File: config.mk
export PLATFORM = sky130hd
export DESIGN_NAME = zorro_autoconfig_multi
export DESIGN_NICKNAME = d
export VERILOG_FILES = /design/src/rtl/zorro_ac_pkg.sv /design/src/rtl/zorro_board_slot.sv /design/src/rtl/zorro_autoconfig_multi.sv
export SDC_FILE = /design/constraint.sdc
export NUM_CORES = 1
export LEC_CHECK = 0
export CAP_MARGIN = 20
export CORE_MARGIN = 3
export CORE_UTILIZATION = 44
export CTS_CLUSTER_SIZE = 10
export DETAILED_ROUTE_END_ITERATION = 10
export HOLD_SLACK_MARGIN = 0.03
export PLACE_DENSITY = 0.8
export SLEW_MARGIN = 20
export SYNTH_ARGS = -nofsm -noshare
export SYNTH_HDL_FRONTEND = slang
export SYNTH_SLANG_ARGS = --single-unit
File: constraint.sdc
create_clock -name CLK -period 2.13 [get_ports CLK]
set_input_delay 0.5325 -clock CLK [delete_from_list [all_inputs] [get_ports CLK]]
set_output_delay 0.5325 -clock CLK [all_outputs]
set_load 0.005 [all_outputs]
File: src/rtl/zorro_ac_pkg.sv
// Shared constants for the multi-board Zorro II autoconfig responder:
// size codes, register offsets (AL = address bits 6:1) and DTACK states.
package zorro_ac_pkg;

  localparam logic [2:0] SZ_2M = 3'b110;
  localparam logic [2:0] SZ_4M = 3'b111;
  localparam logic [2:0] SZ_8M = 3'b000;

  localparam logic [5:0] AC_TYPE   = 6'h00;
  localparam logic [5:0] AC_SIZE   = 6'h01;
  localparam logic [5:0] AC_PROD_H = 6'h02;
  localparam logic [5:0] AC_PROD_L = 6'h03;
  localparam logic [5:0] AC_FLAGS  = 6'h04;
  localparam logic [5:0] AC_MFG0   = 6'h08;
  localparam logic [5:0] AC_MFG1   = 6'h09;
  localparam logic [5:0] AC_MFG2   = 6'h0A;
  localparam logic [5:0] AC_MFG3   = 6'h0B;
  localparam logic [5:0] AC_CSR0   = 6'h20;
  localparam logic [5:0] AC_CSR1   = 6'h21;
  localparam logic [5:0] AC_BASE_H = 6'h24;
  localparam logic [5:0] AC_BASE_L = 6'h25;
  localparam logic [5:0] AC_SHUTUP = 6'h26;

  typedef enum logic [1:0] {
    DT_IDLE = 2'd0,
    DT_WAIT = 2'd1,
    DT_ACK  = 2'd2
  } dtack_state_e;

  // Which of AH[23:21] take part in the base compare for a given board size.
  function automatic logic [2:0] size_mask(input logic [2:0] code);
    logic [2:0] m;
    case (code)
      SZ_4M:   m = 3'b110;
      SZ_8M:   m = 3'b100;
      default: m = 3'b111;
    endcase
    return m;
  endfunction

endpackage

File: src/rtl/zorro_board_slot.sv
// One logical board: latched base address, configured/shut-up flags and
// the raw address match (priority between boards is resolved by the top).
module zorro_board_slot
  import zorro_ac_pkg::*;
#(
  parameter logic [2:0] SIZE_CODE = SZ_2M
) (
  input  logic       CLK,
  input  logic       _RST,
  input  logic       base_we,
  input  logic       shut_we,
  input  logic [2:0] base_in,
  input  logic [2:0] ah_hi,
  output logic       hit
);

  localparam logic [2:0] MASK = size_mask(SIZE_CODE);

  logic [2:0] base_q, base_d;
  logic       configured_q, configured_d;
  logic       shutup_q, shutup_d;

  always_comb begin
    base_d       = base_q;
    configured_d = configured_q;
    shutup_d     = shutup_q;
    if (base_we) begin
      base_d       = base_in;
      configured_d = 1'b1;
    end
    if (shut_we) shutup_d = 1'b1;
  end

  always_ff @(posedge CLK or negedge _RST) begin
    if (!_RST) begin
      base_q       <= 3'b000;
      configured_q <= 1'b0;
      shutup_q     <= 1'b0;
    end else begin
      base_q       <= base_d;
      configured_q <= configured_d;
      shutup_q     <= shutup_d;
    end
  end

  assign hit = configured_q & ~shutup_q & (((ah_hi ^ base_q) & MASK) == 3'b000);

endmodule

File: src/rtl/zorro_autoconfig_multi.sv
// Zorro II autoconfig responder presenting NUM_BOARDS boards in turn at
// $E8xxxx, with synchronised strobes and a wait-state DTACK generator.
module zorro_autoconfig_multi
  import zorro_ac_pkg::*;
#(
  parameter int                        NUM_BOARDS  = 2,
  parameter logic [3*NUM_BOARDS-1:0]   SIZE_CODES  = {3'b110, 3'b110},
  parameter logic [8*NUM_BOARDS-1:0]   PRODUCT_IDS = {8'h31, 8'h30},
  parameter logic [15:0]               MFG_ID      = 16'h0A55,
  parameter int                        DTACK_WAIT  = 1
) (
  input  logic                  CLK,
  input  logic                  _RST,
  input  logic [7:0]            AH,
  input  logic [5:0]            AL,
  input  logic [3:0]            D_i,
  input  logic                  _AS,
  input  logic                  _UDS,
  input  logic                  RW,
  input  logic                  _configin,
  output logic                  _configout,
  output logic [3:0]            D_o,
  output logic                  config_oe,
  output logic                  DTACK,
  output logic [NUM_BOARDS-1:0] ce
);

  logic [1:0] as_sync_q, as_sync_d;
  logic [2:0] uds_sync_q, uds_sync_d;
  logic [2:0] cur_q, cur_d;
  logic       configout_q, configout_d;
  logic [2:0] cnt_q, cnt_d;
  dtack_state_e state_q, state_d;

  logic                  as_s, uds_fall, in_range, cfg_active;
  logic                  wr_ok, base_we, shut_we, taken;
  logic [2:0]            cur_size;
  logic [7:0]            cur_prod;
  logic [3:0]            rd_nib;
  logic [NUM_BOARDS-1:0] hit;
  logic                  unused_d0;

  assign unused_d0 = D_i[0];

  // Synchronisers; the third _UDS stage only exists for edge detection.
  assign as_sync_d  = {as_sync_q[0], _AS};
  assign uds_sync_d = {uds_sync_q[1:0], _UDS};
  assign as_s       = as_sync_q[1];
  assign uds_fall   = uds_sync_q[2] & ~uds_sync_q[1];

  assign in_range   = cur_q < 3'(NUM_BOARDS);
  assign cfg_active = (AH == 8'hE8) & ~_configin & in_range & ~as_s;

  always_comb begin
    cur_size = SIZE_CODES[2:0];
    cur_prod = PRODUCT_IDS[7:0];
    for (int i = 0; i < NUM_BOARDS; i++) begin
      if (cur_q == 3'(i)) begin
        cur_size = SIZE_CODES[3*i +: 3];
        cur_prod = PRODUCT_IDS[8*i +: 8];
      end
    end
  end

  always_comb begin
    case (AL)
      AC_TYPE:            rd_nib = 4'hE;
      AC_SIZE:            rd_nib = {1'b0, cur_size};
      AC_PROD_H:          rd_nib = cur_prod[7:4];
      AC_PROD_L:          rd_nib = cur_prod[3:0];
      AC_FLAGS:           rd_nib = 4'h7;
      AC_MFG0:            rd_nib = MFG_ID[15:12];
      AC_MFG1:            rd_nib = MFG_ID[11:8];
      AC_MFG2:            rd_nib = MFG_ID[7:4];
      AC_MFG3:            rd_nib = MFG_ID[3:0];
      AC_CSR0, AC_CSR1:   rd_nib = 4'h0;
      default:            rd_nib = 4'hF;
    endcase
  end

  assign config_oe = cfg_active & RW;
  assign D_o       = config_oe ? rd_nib : 4'hF;

  // Only the strobe edge acts, so a long-held _UDS advances the chain once.
  assign wr_ok   = uds_fall & cfg_active & ~RW;
  assign base_we = wr_ok & (AL == AC_BASE_H);
  assign shut_we = wr_ok & (AL == AC_SHUTUP);

  always_comb begin
    cur_d       = cur_q + {2'b00, base_we | shut_we};
    configout_d = (cur_q != 3'(NUM_BOARDS));
  end

  for (genvar i = 0; i < NUM_BOARDS; i++) begin : g_slot
    zorro_board_slot #(
      .SIZE_CODE(SIZE_CODES[3*i +: 3])
    ) u_slot (
      .CLK    (CLK),
      ._RST   (_RST),
      .base_we(base_we & (cur_q == 3'(i))),
      .shut_we(shut_we & (cur_q == 3'(i))),
      .base_in(D_i[3:1]),
      .ah_hi  (AH[7:5]),
      .hit    (hit[i])
    );
  end

  // Lowest-numbered matching board wins on overlap.
  always_comb begin
    ce    = '0;
    taken = 1'b0;
    for (int i = 0; i < NUM_BOARDS; i++) begin
      if (hit[i] && !taken) begin
        ce[i] = ~as_s;
        taken = 1'b1;
      end
    end
  end

  always_comb begin
    state_d = state_q;
    cnt_d   = cnt_q;
    if (as_s) begin
      state_d = DT_IDLE;
    end else begin
      case (state_q)
        DT_IDLE:
          if (cfg_active || (|ce)) begin
            if (DTACK_WAIT == 0) begin
              state_d = DT_ACK;
            end else begin
              state_d = DT_WAIT;
              cnt_d   = 3'(DTACK_WAIT);
            end
          end
        DT_WAIT: begin
          cnt_d = cnt_q - 3'd1;
          if (cnt_q == 3'd1) state_d = DT_ACK;
        end
        DT_ACK:  state_d = DT_ACK;
        default: state_d = DT_IDLE;
      endcase
    end
  end

  assign DTACK      = (state_q == DT_ACK) & ~as_s;
  assign _configout = configout_q;

  always_ff @(posedge CLK or negedge _RST) begin
    if (!_RST) begin
      as_sync_q   <= 2'b11;
      uds_sync_q  <= 3'b111;
      cur_q       <= 3'd0;
      configout_q <= 1'b1;
      cnt_q       <= 3'd0;
      state_q     <= DT_IDLE;
    end else begin
      as_sync_q   <= as_sync_d;
      uds_sync_q  <= uds_sync_d;
      cur_q       <= cur_d;
      configout_q <= configout_d;
      cnt_q       <= cnt_d;
      state_q     <= state_d;
    end
  end

endmodule

# Yosys cells after proc, flatten, opt, wreduce, memory -nomap -nowiden

Index checks and enable logic that the tools add are counted.

Add/subtract/negate cells: 2
Magnitude comparators: 1
Eq/ne operators: 21
Muxes and demuxes: 12
Bitwise gates (word level): 27
Reduce and logical (&&, ||, !) cells: 14

Operators with widths:

| operator             | number |
|---|---|
| $pmux W4 S8          | 1 |
| $eq A6 B4 Y1 const B | 4 |
| $eq A6 B6 Y1 const B | 4 |
| $and A1 B1 Y1        | 18 |
| $eq A6 B2 Y1 const B | 2 |
| $logic_not A3 Y1     | 3 |
| $eq A8 B8 Y1 const B | 1 |
| $eq A3 B1 Y1 const B | 2 |
| $eq A6 B1 Y1 const B | 1 |
| $eq A6 B3 Y1 const B | 1 |
| $logic_not A6 Y1     | 1 |
| $mux W2              | 3 |
| $ne A3 B3 Y1 const B | 2 |
| $not A1 Y1           | 6 |
| $pmux W2 S3          | 1 |
| $pmux W3 S2          | 1 |
| $xor A3 B3 Y3        | 2 |
| $mux W1              | 4 |
| $mux W4              | 1 |
| $reduce_or A2 Y1     | 2 |
| $add A3 B1 Y3        | 1 |
| $lt A3 B2 Y1 const B | 1 |
| $mux W3              | 1 |
| $ne A3 B2 Y1 const B | 1 |
| 13 further kinds     | 13 |

Register bits after elaboration: 24
Bits of input ports: 24
Output and inout port bits: 9
Word-level logic and storage cells: 89

# Depth between registers and ports, before layout

Gate-level depths: netlist of run 1.

Depth in word-level cells: 12
Mapped depth: 7

# Hierarchy

From an unflattened synthesis of run 1, not the netlist that was laid out.

Cells, all modules: 123
Area total of the unflattened synthesis: 1377.6 sq um

Modules (own cells, without submodules):

| module                 | times used | cells an instance | area each (sq um) |
|---|---|---|---|
| zorro_autoconfig_multi | 1          | 93                | 944.7 |
| zorro_board_slot       | 2          | 15                | 216.5 |

# Least setup slack after synthesis of run 1

No wires, ideal clock.

Path type: input-to-output
Start point: input AL[1]
End point: output D_o[1]
Arrival time: 1.586 ns
Slack: 0.012 ns
Cell stages on the path: 4
Path buffers: 1
Cell sequence: clkbuf_1 > mux2i_1 > o22a_1 > or4_1

Longest elaborated chain between the ends: 4

RTL lines:

| item                                                                  | RTL line                     | RTL |
|---|---|---|
| start: declaration                                                    | zorro_autoconfig_multi.sv:15 | `input logic [5:0] AL,` |
| $eq A6 B6 Y1 / $eq A6 B4 Y1 (equally long branches)                   | zorro_autoconfig_multi.sv:66 | `case (AL)` |
| $reduce_or A3 Y1 (no line) / $reduce_or A2 Y1 (equally long branches) | -                            |  |
| $pmux W4 S8 *                                                         | zorro_autoconfig_multi.sv:66 |  |
| $mux W4 *                                                             | zorro_autoconfig_multi.sv:82 | `assign D_o = config_oe ? rd_nib : 4'hF;` |
| end: declaration                                                      | zorro_autoconfig_multi.sv:22 | `output logic [3:0] D_o,` |

Every way passes the cells marked *; elsewhere a longest branch is shown, timed or not.

# Final worst setup path of run 1

Start point: input _configin
End point: output D_o[0]

Longest elaborated chain between the ends: 6

RTL lines:

| item                        | RTL line                     | RTL |
|---|---|---|
| start: declaration          | zorro_autoconfig_multi.sv:20 | `input logic _configin,` |
| $not A1 Y1                  | zorro_autoconfig_multi.sv:52 | `assign cfg_active = (AH == 8'hE8) & ~_configin & in_range & ~as_s;` |
| $and A1 B1 Y1 (3 in series) | zorro_autoconfig_multi.sv:52 |  |
| $and A1 B1 Y1               | zorro_autoconfig_multi.sv:81 | `assign config_oe = cfg_active & RW;` |
| $mux W4                     | zorro_autoconfig_multi.sv:82 |  |

No other way between the ends.

==> out/metrics.yaml, run 1 <==
sta:
  setup_viol: 5
  slew-limit-headroom_pct: 80.1
  post-route-min-period_ps: 2370
  hold_viol: 0
  fin_crit_sh_pct: 111
  tightest_slew_ps: 298
  fmax_ghz: 0.423
  layout_setup_ws_ps: -236
  slew_violations: 0
  skew_ps: 6.22
  rsz0062_at_grt: "yes"
logic_synthesis:
  syn_area_sq_um: 1400
  synth_cell_types: 45
  synth.area.top_cells: "dfrtp_1, dfstp_2, ha_1"
  synth_edf_count: 0
  synthAdderAreaFrac_pct: 6.27
  avgSynthCellArea_sq_um: 11.4
  synth.yosys.seq_area_share_pct: 43.5
  synth_top_cells_by_count: "dfrtp_1, inv_1, ha_1, mux2_2"
  yosysTopAreaCellShare_pct: 32.3
  synth.most_common_cell: "dfrtp_1"
  synth_flop_cell: "dfrtp_1"
  synth-simple-area-share_pct: 24.4
  synth-xor-area-share_pct: 5.02
  synthMuxAreaShare_pct: 7.08
  synth_nets: 154
  syn-instance-count: 123
  synth_top_family_by_area: "simple AND/OR/NAND/NOR gates"
  ys_warn_count: 0
  ys_ff_latch: 24
  yosysTopAreaCell: "dfrtp_1"
  synthArstFlopShare_pct: 100
  synth-compound-area-share_pct: 10.8
route:
  first_pass_iters: 4
  postRouteAntennaNets: 0
  viasPerCell: 5.24
  drtIter0Drc: 37
  wl_per_cell_microns: 14.8
  drc: 0
  postRouteWirelength_mm: 3.47
  vias: 1227
final_layout:
  area_growth_pct: 51.6
  drive_gt1_share_pct: 46.9
  final_area_sq_um: 2120
  nNetsFinal: 224
  fin_util_pct: 73.6
  antenna_cells: 0
worst_hold_path:
  hold_path_class: "flip-flop to flip-flop"
  min_path_cells: 0
power:
  power.internal_w: 0.000643
  p_per_area_nw_per_um2: 399
  combinationalPowerShare_pct: 16.0
  power_w: 0.000846
  p_leak_nw: 1.05
  ir_drop_mv: 0.314
  p_switching_w: 0.000203
  seqPwrFrac_pct: 55.2
  clkPwrFrac_pct: 28.8
  switching_share_pct: 24.0
setup_path:
  cp.required_ps: 1600
  r2r_cells: 7
  start_kind: "input pin"
  worstPathArrival_ps: 1830
  path_max_fanout: 3
  end_kind: "primary output"
  path_class: "input pin to primary output"
grt:
  grt_pass1_wl_mm: 6.11
  antenna_found_initial: 0
  grt_overflow: 0
  grt_max_degree: 25
  grt_pass1_vias: 1324
  grt_usage_pct: 19.7
outcome:
  status: "complete, but fails checks"
  violations: "negative setup slack"
floorplan:
  dieHeight_microns: 62.3
  die-area_sq_um: 3890
  row_count: 19
  die_w_microns: 62.3
  pin_count: 33
  core_sq_um: 2880
  initial_core_util_pct: 48.5
cts:
  insertion_delay_ps: 320
  clock_sinks: 24
  clkSlewWorstSetupHoldPaths_ps: 130
  cts_buffers: 3
  clockBufferDepth: 2
  cts_root_buf: "clkbuf_4"
  htreeDepth: 1
  cts_tree: "yes"
job:
  maxCapViolCount: 0
placement:
  io_buffers: 31
  finalWeightedCongestion: 0.912
  dp_hpwl_mm: 2.51
  place_area_sq_um: 1940
  dpl_worst_slack_ps: -864
-- final timing paths --
check                                             start                                endpoint  slack, ps
worst max-delay path                          _configin                                  D_o[0]       -240
worst min-delay path            uds_sync_q[0]$_DFF_PN1_                 uds_sync_q[1]$_DFF_PN1_        370
worst max register to register       cur_q[1]$_DFF_PN0_  g_slot[0].u_slot.base_q[0]$_DFFE_PN0P_        180
worst min register to register  uds_sync_q[0]$_DFF_PN1_                 uds_sync_q[1]$_DFF_PN1_        370
max in group asynchronous                          _RST                 uds_sync_q[2]$_DFF_PN1_       1300
min in group asynchronous                          _RST  g_slot[1].u_slot.base_q[1]$_DFFE_PN0P_        540
-- final cells by class --
cell class                 count  area, sq um
timing repair buffer          68          549
inverter                       8         30.0
tap                           42         52.6
clock buffer                   4         36.3
fill                         200          759
multi-input combinational     88          840
sequential                    24          609
-- routing by layer --
metal / part of all wire (%) / GRT usage, % / vias up
met5: 0 / 0 / -
met4: 2.1 / 7.44 / 0
met3: 5.4 / 3.96 / 9
met2: 52 / 36.8 / 38
met1: 40 / 21.7 / 591
li1: - / - / 589
-- timing repair --
action	in CTS	in global routing
buffers inserted	9	3
resized for setup	67	9
setup endpoints to repair	14	7
hold buffers	0	0
pin swaps	11	6
-- cell usage in the layout (no fill, tap or decap), types with 3 or more instances in the layout --
master and n:
xnor2_1 3, buf_4 33, nand2_1 6, clkbuf_2 3, dfstp_2 6, clkbuf_4 3
nor2_1 4, buf_2 6, mux2_2 7, a21oi_1 5, dlygate4sd2_1 9, clkdlybuf4s15_1 3
ha_1 7, inv_1 7, nor3_4 4, buf_6 4, nand4_1 4, dfrtp_1 17
clkdlybuf4s50_1 8
-- stage by stage --
step                      hold WS (ps)  cells  TNS (ps)
after floorplan                    237    123         0
after global routing               376    234     -1510
after detailed placement           351    218     -8880
after CTS                          370    231      -792
after global placement             345    218     -7900
final                              367    234     -1030
-- power groups by stage --
stage	combinational [W]	sequential (W)	clock, W
after floorplan	0.0000341	0.000476	0
after global placement	0.000116	0.000475	0
after detailed placement	0.000120	0.000475	0
after CTS	0.000131	0.000467	0.000248
after global routing	0.000144	0.000468	0.000278
final	0.000135	0.000467	0.000244
-- cell families (layout without fill, tap and decap cells) --
group	count (synthesis)	count (layout)
AND/OR/NAND/NOR	43	43
AO/OA/AOI/OAI	21	21
multiplexers	9	9
flip-flops	24	24
XOR/XNOR	8	8
adder cells (fa/ha/maj)	7	7
buffers and inverters	11	80
-- critical path, stage by stage --
cell             delay, ps
clkdlybuf4s15_1        210
nor4b_4                280
nand4_1                170
buf_4                  190
nor3_4                 210
o31ai_2                100
buf_2                  140
-- sequential cells by signal, summed over array words and instances (netlist names) --
register,flops
_configout,1
as_sync_q,2
cnt_q,3
cur_q,3
g_slot.u_slot.base_q,6
g_slot.u_slot.configured_q,2
g_slot.u_slot.shutup_q,2
state_q,2
uds_sync_q,3
Power figures use the tool's default switching activity.
==> run 2, diff against run 1 <==
Settings changed: ABC_AREA set to 1, CORE_UTILIZATION 44 to 45, PLACE_DENSITY 0.8 to 0.81.
==> out/metrics.yaml, run 2 <==
placement:
  dp_hpwl_mm: 2.51  # +0.36%
  finalWeightedCongestion: 0.875  # -4.0%
  dp_cells: 280  # +28%
  io_buffers: 31  # unchanged
cts:
  cts_root_buf: "clkbuf_4"
  htreeDepth: 1  # unchanged
  insertion_delay_ps: 310  # about the same
  cts_buffers: 3  # unchanged
  clkSlewWorstSetupHoldPaths_ps: 120  # about the same
  cts_tree: "yes"
  clockBufferDepth: 2  # unchanged
  clock_sinks: 24  # unchanged
setup_path:
  rrSetupSlack_ps: 120  # -60 ps
  crit_start: "AL[1]"
  rr_endpoint: "cur_q[2]$_DFF_PN0_"
  path_class: "input pin to primary output"
  path_max_fanout: 5  # +2
  cp.required_ps: 1600  # about the same
  end_kind: "primary output"
  start_kind: "input pin"
  r2r-start: "cur_q[1]$_DFF_PN0_"
  worstPathArrival_ps: 1650  # -180 ps
  r2r_cells: 11  # +4
logic_synthesis:
  synth.most_common_cell: "nand2_1"
  yosysTopAreaCell: "dfrtp_1"
  synth_nets: 219  # +42%
  avgSynthCellArea_sq_um: 7.69  # -32%
  synth.yosys.seq_area_share_pct: 42.1  # -1.5 points
  synth_flop_cell: "dfrtp_1"
  synth.area.top_cells: "dfrtp_1, nand2_1, dfstp_2"
  yosysTopAreaCellShare_pct: 31.2  # -1.1 points
  synth_edf_count: 0  # unchanged
  synthArstFlopShare_pct: 100  # unchanged
  syn_area_sq_um: 1450  # +3.5%
  synth_cell_types: 25  # -44%
  syn-instance-count: 188  # +53%
  synth_top_cells_by_count: "nand2_1, inv_1, nor2_1, dfrtp_1, nand3_1"
  ys_ff_latch: 24  # unchanged
  ys_warn_count: 0  # unchanged
grt:
  antenna_found_initial: 0  # unchanged
  grt_usage_pct: 18.7  # -0.95 points
  grt_pass1_wl_mm: 6.00  # -1.8%
  grt_pass1_vias: 1379  # +4.2%
  grt_overflow: 0  # unchanged
  grt_max_degree: 25  # unchanged
power:
  p_leak_nw: 1.11  # +6.5%
  ir_drop_mv: 0.456  # +45%
  power_w: 0.00117  # +38%
  p_per_area_nw_per_um2: 555  # +39%
final_layout:
  nNetsFinal: 281  # +25%
  layout_common_cells: "nand2_1, inv_1, buf_4"
  antenna_cells: 0  # unchanged
  layout_commonest_cell: "nand2_1"
  area_growth_pct: 45.5
  stdcell_count: 291  # +24%
  registers.top_by_ff_count: "g_slot.u_slot.base_q"
  drive_gt1_share_pct: 32.9  # -14 points
  fin_util_pct: 72.5  # -1.1 points
  largest_reg_flops: 6  # unchanged
sta:
  tightest_slew_ps: 309  # +11.3 ps
  slew-limit-headroom_pct: 79.4  # -0.76 points
  post-route-min-period_ps: 2180  # -186 ps
  layout_setup_ws_ps: -49.6  # +186 ps
  timing.hold.ws_ps: 365  # -1.73 ps
  setup_viol: 4  # -1
  fin_setup_tns_ps: -118  # +911 ps
  fmax_ghz: 0.459  # +8.6%
  slew_violations: 0  # unchanged
  hold_viol: 0  # unchanged
  fin_crit_sh_pct: 102  # -8.8 points
  rsz0062_at_grt: "yes"
  skew_ps: 2.48  # -3.74 ps
route:
  drtIter0Drc: 43  # +16%
  wl_met2_mm: 1.72  # -5.1%
  postRouteWirelength_mm: 3.46  # -0.23%
  wl_met1_mm: 1.50  # +7.9%
  drc: 0  # unchanged
  vias: 1398  # +14%
  first_pass_iters: 5  # +1
  postRouteAntennaNets: 0  # unchanged
  top_layer: "met4"
  dr_wl_met3_microns: 140  # -25%
  wl_per_cell_microns: 11.9  # -20%
  viasPerCell: 4.80  # -8.4%
floorplan:
  pin_count: 33  # unchanged
  die-area_sq_um: 3930  # +1.1%
  core_sq_um: 2900  # +0.83%
  row_count: 19  # unchanged
  initial_core_util_pct: 49.8  # +1.3 points
  die_w_microns: 62.7  # +0.54%
  dieHeight_microns: 62.7  # +0.54%
worst_hold_path:
  min_path_cells: 0  # unchanged
  hold_path_class: "flip-flop to flip-flop"
  hp-start: "as_sync_q[0]$_DFF_PN1_"
  worstHoldEndpoint: "as_sync_q[1]$_DFF_PN1_"
job:
  maxCapViolCount: 0  # unchanged
outcome:
  violations: "negative setup slack"
  status: "complete, but fails checks"
==> run 2: logic make-up after synthesis <==
group / count (synthesis) / share of synthesized area [%]
adder cells (fa/ha/maj): 7 / 6.06
XOR/XNOR: 2 / 1.21
AO/OA/AOI/OAI: 14 / 5.54
AND/OR/NAND/NOR: 102 / 34.6
buffers and inverters: 39 / 10.5
flip-flops: 24 / 42.1
==> run 2: per-layer routing <==
layer  up-vias  track usage, %
met5         -               0
met4         0            6.34
met3        10            2.88
met2        38            33.2
met1       635            23.0
li1        715               -
==> run 2: layout make-up <==
| cell class | count | area [sq um] |
|---|---|---|
| inverters | 39 | 151 |
| flip-flops and latches | 24 | 608 |
| well taps | 42 | 52.6 |
| repair buffers | 57 | 465 |
| clock buffers | 4 | 36.3 |
| fillers | 234 | 797 |
| multi-input cells | 125 | 790 |
==> run 2: repair_timing <==
| action | 4_1_cts | 5_1_grt |
|---|---|---|
| endpoints found under the setup margin | 9 | 10 |
| pin swaps | 19 | 11 |
| hold buffers | 0 | 0 |
| resized for setup | 81 | 12 |
| setup buffers | 5 | 2 |
==> run 2: power breakdown <==
part	switching [W]	internal [W]	leakage, nW
Sequential	0.0000338	0.000504	0.299
Clock	0.000130	0.000104	0.0210
Combinational	0.000220	0.000174	0.794
==> run 2: worst max-delay path by stage <==
stage,endpoint,cells past startpoint
floorplan,D_o[3],6
global placement,D_o[1],7
detailed placement,D_o[2],7
CTS,D_o[2],8
global route,D_o[2],8
finish,D_o[3],9
==> run 2: worst max-delay path: stages <==
cell	delay [ps]
clkdlybuf4s15_2	260
inv_1	110
nand3_1	110
o21ai_2	80
nor2_1	140
nand3_2	100
buf_6	130
nand4_1	70
buf_2	110
==> run 2: stage by stage <==
step,worst slack [ps],cell area (sq um)
after global placement,-590,1950
after global routing,-172,2100
after detailed placement,-637,1950
after floorplan,305,1450
after CTS,-51.2,2070
final,-49.6,2100
==> run 3, diff against run 2 <==
==> constraint.sdc (replaced) <==
create_clock -name CLK -period 2.13 [get_ports CLK]
set_input_delay 0.426 -clock CLK [delete_from_list [all_inputs] [get_ports CLK]]
set_output_delay 0.426 -clock CLK [all_outputs]
set_load 0.005 [all_outputs]
==> out/metrics.yaml, run 3 (synthesis gave the netlist of run 2 again) <==
outcome:
  status: "finished clean"
grt:
  antenna_found_initial: 0  # unchanged
  grt_pass1_wl_mm: 5.98  # -0.23%
  grt_overflow: 0  # unchanged
  grt_usage_pct: 19.0  # +0.26 points
  grt_max_degree: 25  # unchanged
  grt_pass1_vias: 1420  # +3.0%
floorplan:
  core_sq_um: 2900  # unchanged
  dieHeight_microns: 62.7  # unchanged
  row_count: 19  # unchanged
  initial_core_util_pct: 49.8  # unchanged
  die_w_microns: 62.7  # unchanged
  pin_count: 33  # unchanged
  die-area_sq_um: 3930  # unchanged
final_layout:
  fillers: 235  # +0.43%
  area_growth_pct: 44.9
  antenna_cells: 0  # unchanged
  layout_commonest_cell: "nand2_1"
  ff_latch_area_sq_um: 608  # unchanged
  largest_reg_flops: 6  # unchanged
  multiInputGateArea_sq_um: 766  # -3.0%
  drive_gt1_share_pct: 27.5  # -5.4 points
  layout_common_cells: "nand2_1, inv_1, buf_4"
  nNetsFinal: 279  # -0.71%
  registers.top_by_ff_count: "g_slot.u_slot.base_q"
setup_path:
  crit_slowest_cell: "dfrtp_1"
  worstPathArrival_ps: 1600  # -50 ps
  start_kind: "flip-flop"
  rr_endpoint: "cur_q[2]$_DFF_PN0_"
  max_stage_delay_ps: 410  # +150 ps
  crit_chain: "nor2_2, nand2_2, nor2_4, nand3_4, buf_6, nor3_4, nand3_1, buf_2"
  cp.required_ps: 1700  # +100 ps
  r2r-start: "cur_q[2]$_DFF_PN0_"
  path_max_fanout: 2  # -3
  r2r_cells: 11  # unchanged
  path_class: "flip-flop to primary output"
  rrSetupSlack_ps: 140  # +20 ps
  end_kind: "primary output"
sta:
  fmax_ghz: 0.492  # +7.3%
  slew_violations: 0  # unchanged
  fin_crit_sh_pct: 95.3  # -7.0 points
  timing.hold.ws_ps: 366  # +1.28 ps
  post-route-min-period_ps: 2030  # -149 ps
  slew-limit-headroom_pct: 77.6  # -1.7 points
  skew_ps: 9.00  # +6.52 ps
  layout_setup_ws_ps: 99.1  # +149 ps
  tightest_slew_ps: 335  # +26.0 ps
  setup_viol: 0  # -4
  hold_viol: 0  # unchanged
worst_hold_path:
  hp-start: "as_sync_q[0]$_DFF_PN1_"
  min_path_cells: 0  # unchanged
  worstHoldEndpoint: "as_sync_q[1]$_DFF_PN1_"
  hold_path_class: "flip-flop to flip-flop"
cts:
  cts_buffers: 3  # unchanged
  htreeDepth: 1  # unchanged
  clock_sinks: 24  # unchanged
  cts_tree: "yes"
  cts_hold_buf: 0  # unchanged
  clockBufferDepth: 2  # unchanged
  insertion_delay_ps: 320  # about the same
  cts_root_buf: "clkbuf_4"
  clkSlewWorstSetupHoldPaths_ps: 130  # about the same
power:
  power.internal_w: 0.000858  # +9.6%
  ir_drop_mv: 0.448  # -1.7%
  p_per_area_nw_per_um2: 590  # +6.4%
  switching_share_pct: 30.6  # -2.3 points
  combinationalPowerShare_pct: 29.8  # -4.0 points
  p_switching_w: 0.000379  # -1.4%
  p_leak_nw: 1.11  # -0.71%
  clkPwrFrac_pct: 26.5  # +6.4 points
  seqPwrFrac_pct: 43.7  # -2.4 points
route:
  drc: 0  # unchanged
  drtIter0Drc: 54  # +26%
  postRouteWirelength_mm: 3.46  # +0.17%
  wl_per_cell_microns: 12.0  # +0.87%
  viasPerCell: 4.84  # +0.69%
  postRouteAntennaNets: 0  # unchanged
  first_pass_iters: 4  # -1
  vias: 1398  # unchanged
placement:
  finalWeightedCongestion: 0.840  # -4.0%
  dpl_worst_slack_ps: -426  # +211 ps
  io_buffers: 31  # unchanged
  dp_hpwl_mm: 2.51  # about the same
job:
  maxCapViolCount: 0  # unchanged
## run 3: cell types whose count changed in the layout (fill, tap and decap cells not counted), moves of 2 or more
| cell | delta |
|---|---|
| dlygate4sd2_1 | +7 |
| buf_2 | -6 |
| clkdlybuf4s15_2 | -4 |
| clkdlybuf4s50_1 | +4 |
| buf_6 | -2 |
| nor2_1 | +2 |
## run 3: worst max path at each step
stage | startpoint | endpoint | depth (start not counted)
floorplan | AL[5] | D_o[3] | 6
global placement | AH[7] | D_o[2] | 7
detailed placement | AH[7] | D_o[0] | 7
CTS | cur_q[1]$_DFF_PN0_ | D_o[0] | 8
global route | cur_q[2]$_DFF_PN0_ | D_o[3] | 8
finish | cur_q[2]$_DFF_PN0_ | D_o[2] | 8
## run 3: layout make-up
type | instances | share of cell area (%)
well taps | 42 | 2.51
clock buffers | 3 | 1.08
inverters | 39 | 7.23
clock inverters | 1 | 1.43
flip-flops and latches | 24 | 29.0
multi-input cells | 125 | 36.6
repair buffers | 55 | 22.2
## run 3: worst max-delay path: cells and delay by family (launching register included)
kind	cells	cell delay, ps
DFF	1	410
and+or+nand+nor	6	630
buffers and inverters	2	260
## run 3: layer usage
metal / global-route usage, % / wire, microns
met1: 23.1 / 1450
met2: 32.8 / 1820
met3: 4.50 / 170
met4: 6.34 / 16
met5: 0 / 0
## run 3: timing repair
action | CTS | global route
resized for setup | 40 | 16
gates cloned | 0 | 0
setup buffers | 6 | 1
pin swaps | 12 | 7
setup endpoints to repair | 7 | 8
## run 3: per-stage QoR
stage	power (W)	cells	util (%)	cell area (sq um)	setup TNS, ps
2_1_floorplan	0.000779	188	-	1450	0
3_3_place_gp	0.000900	278	66.7	1940	-2730
3_5_place_dp	0.000911	278	66.7	1940	-3210
4_1_cts	0.00124	288	70.9	2060	-48.2
5_1_grt	0.00134	289	72.2	2090	-1.48
6_report	0.00124	289	72.2	2090	0
## run 3: power by group through the flow
stage	clock (W)	combinational, W	sequential [W]
after CTS	0.000332	0.000364	0.000540
final	0.000327	0.000369	0.000540
after floorplan	0	0.000239	0.000540
after detailed placement	0	0.000362	0.000549
after global placement	0	0.000353	0.000547
after global routing	0.000360	0.000432	0.000548
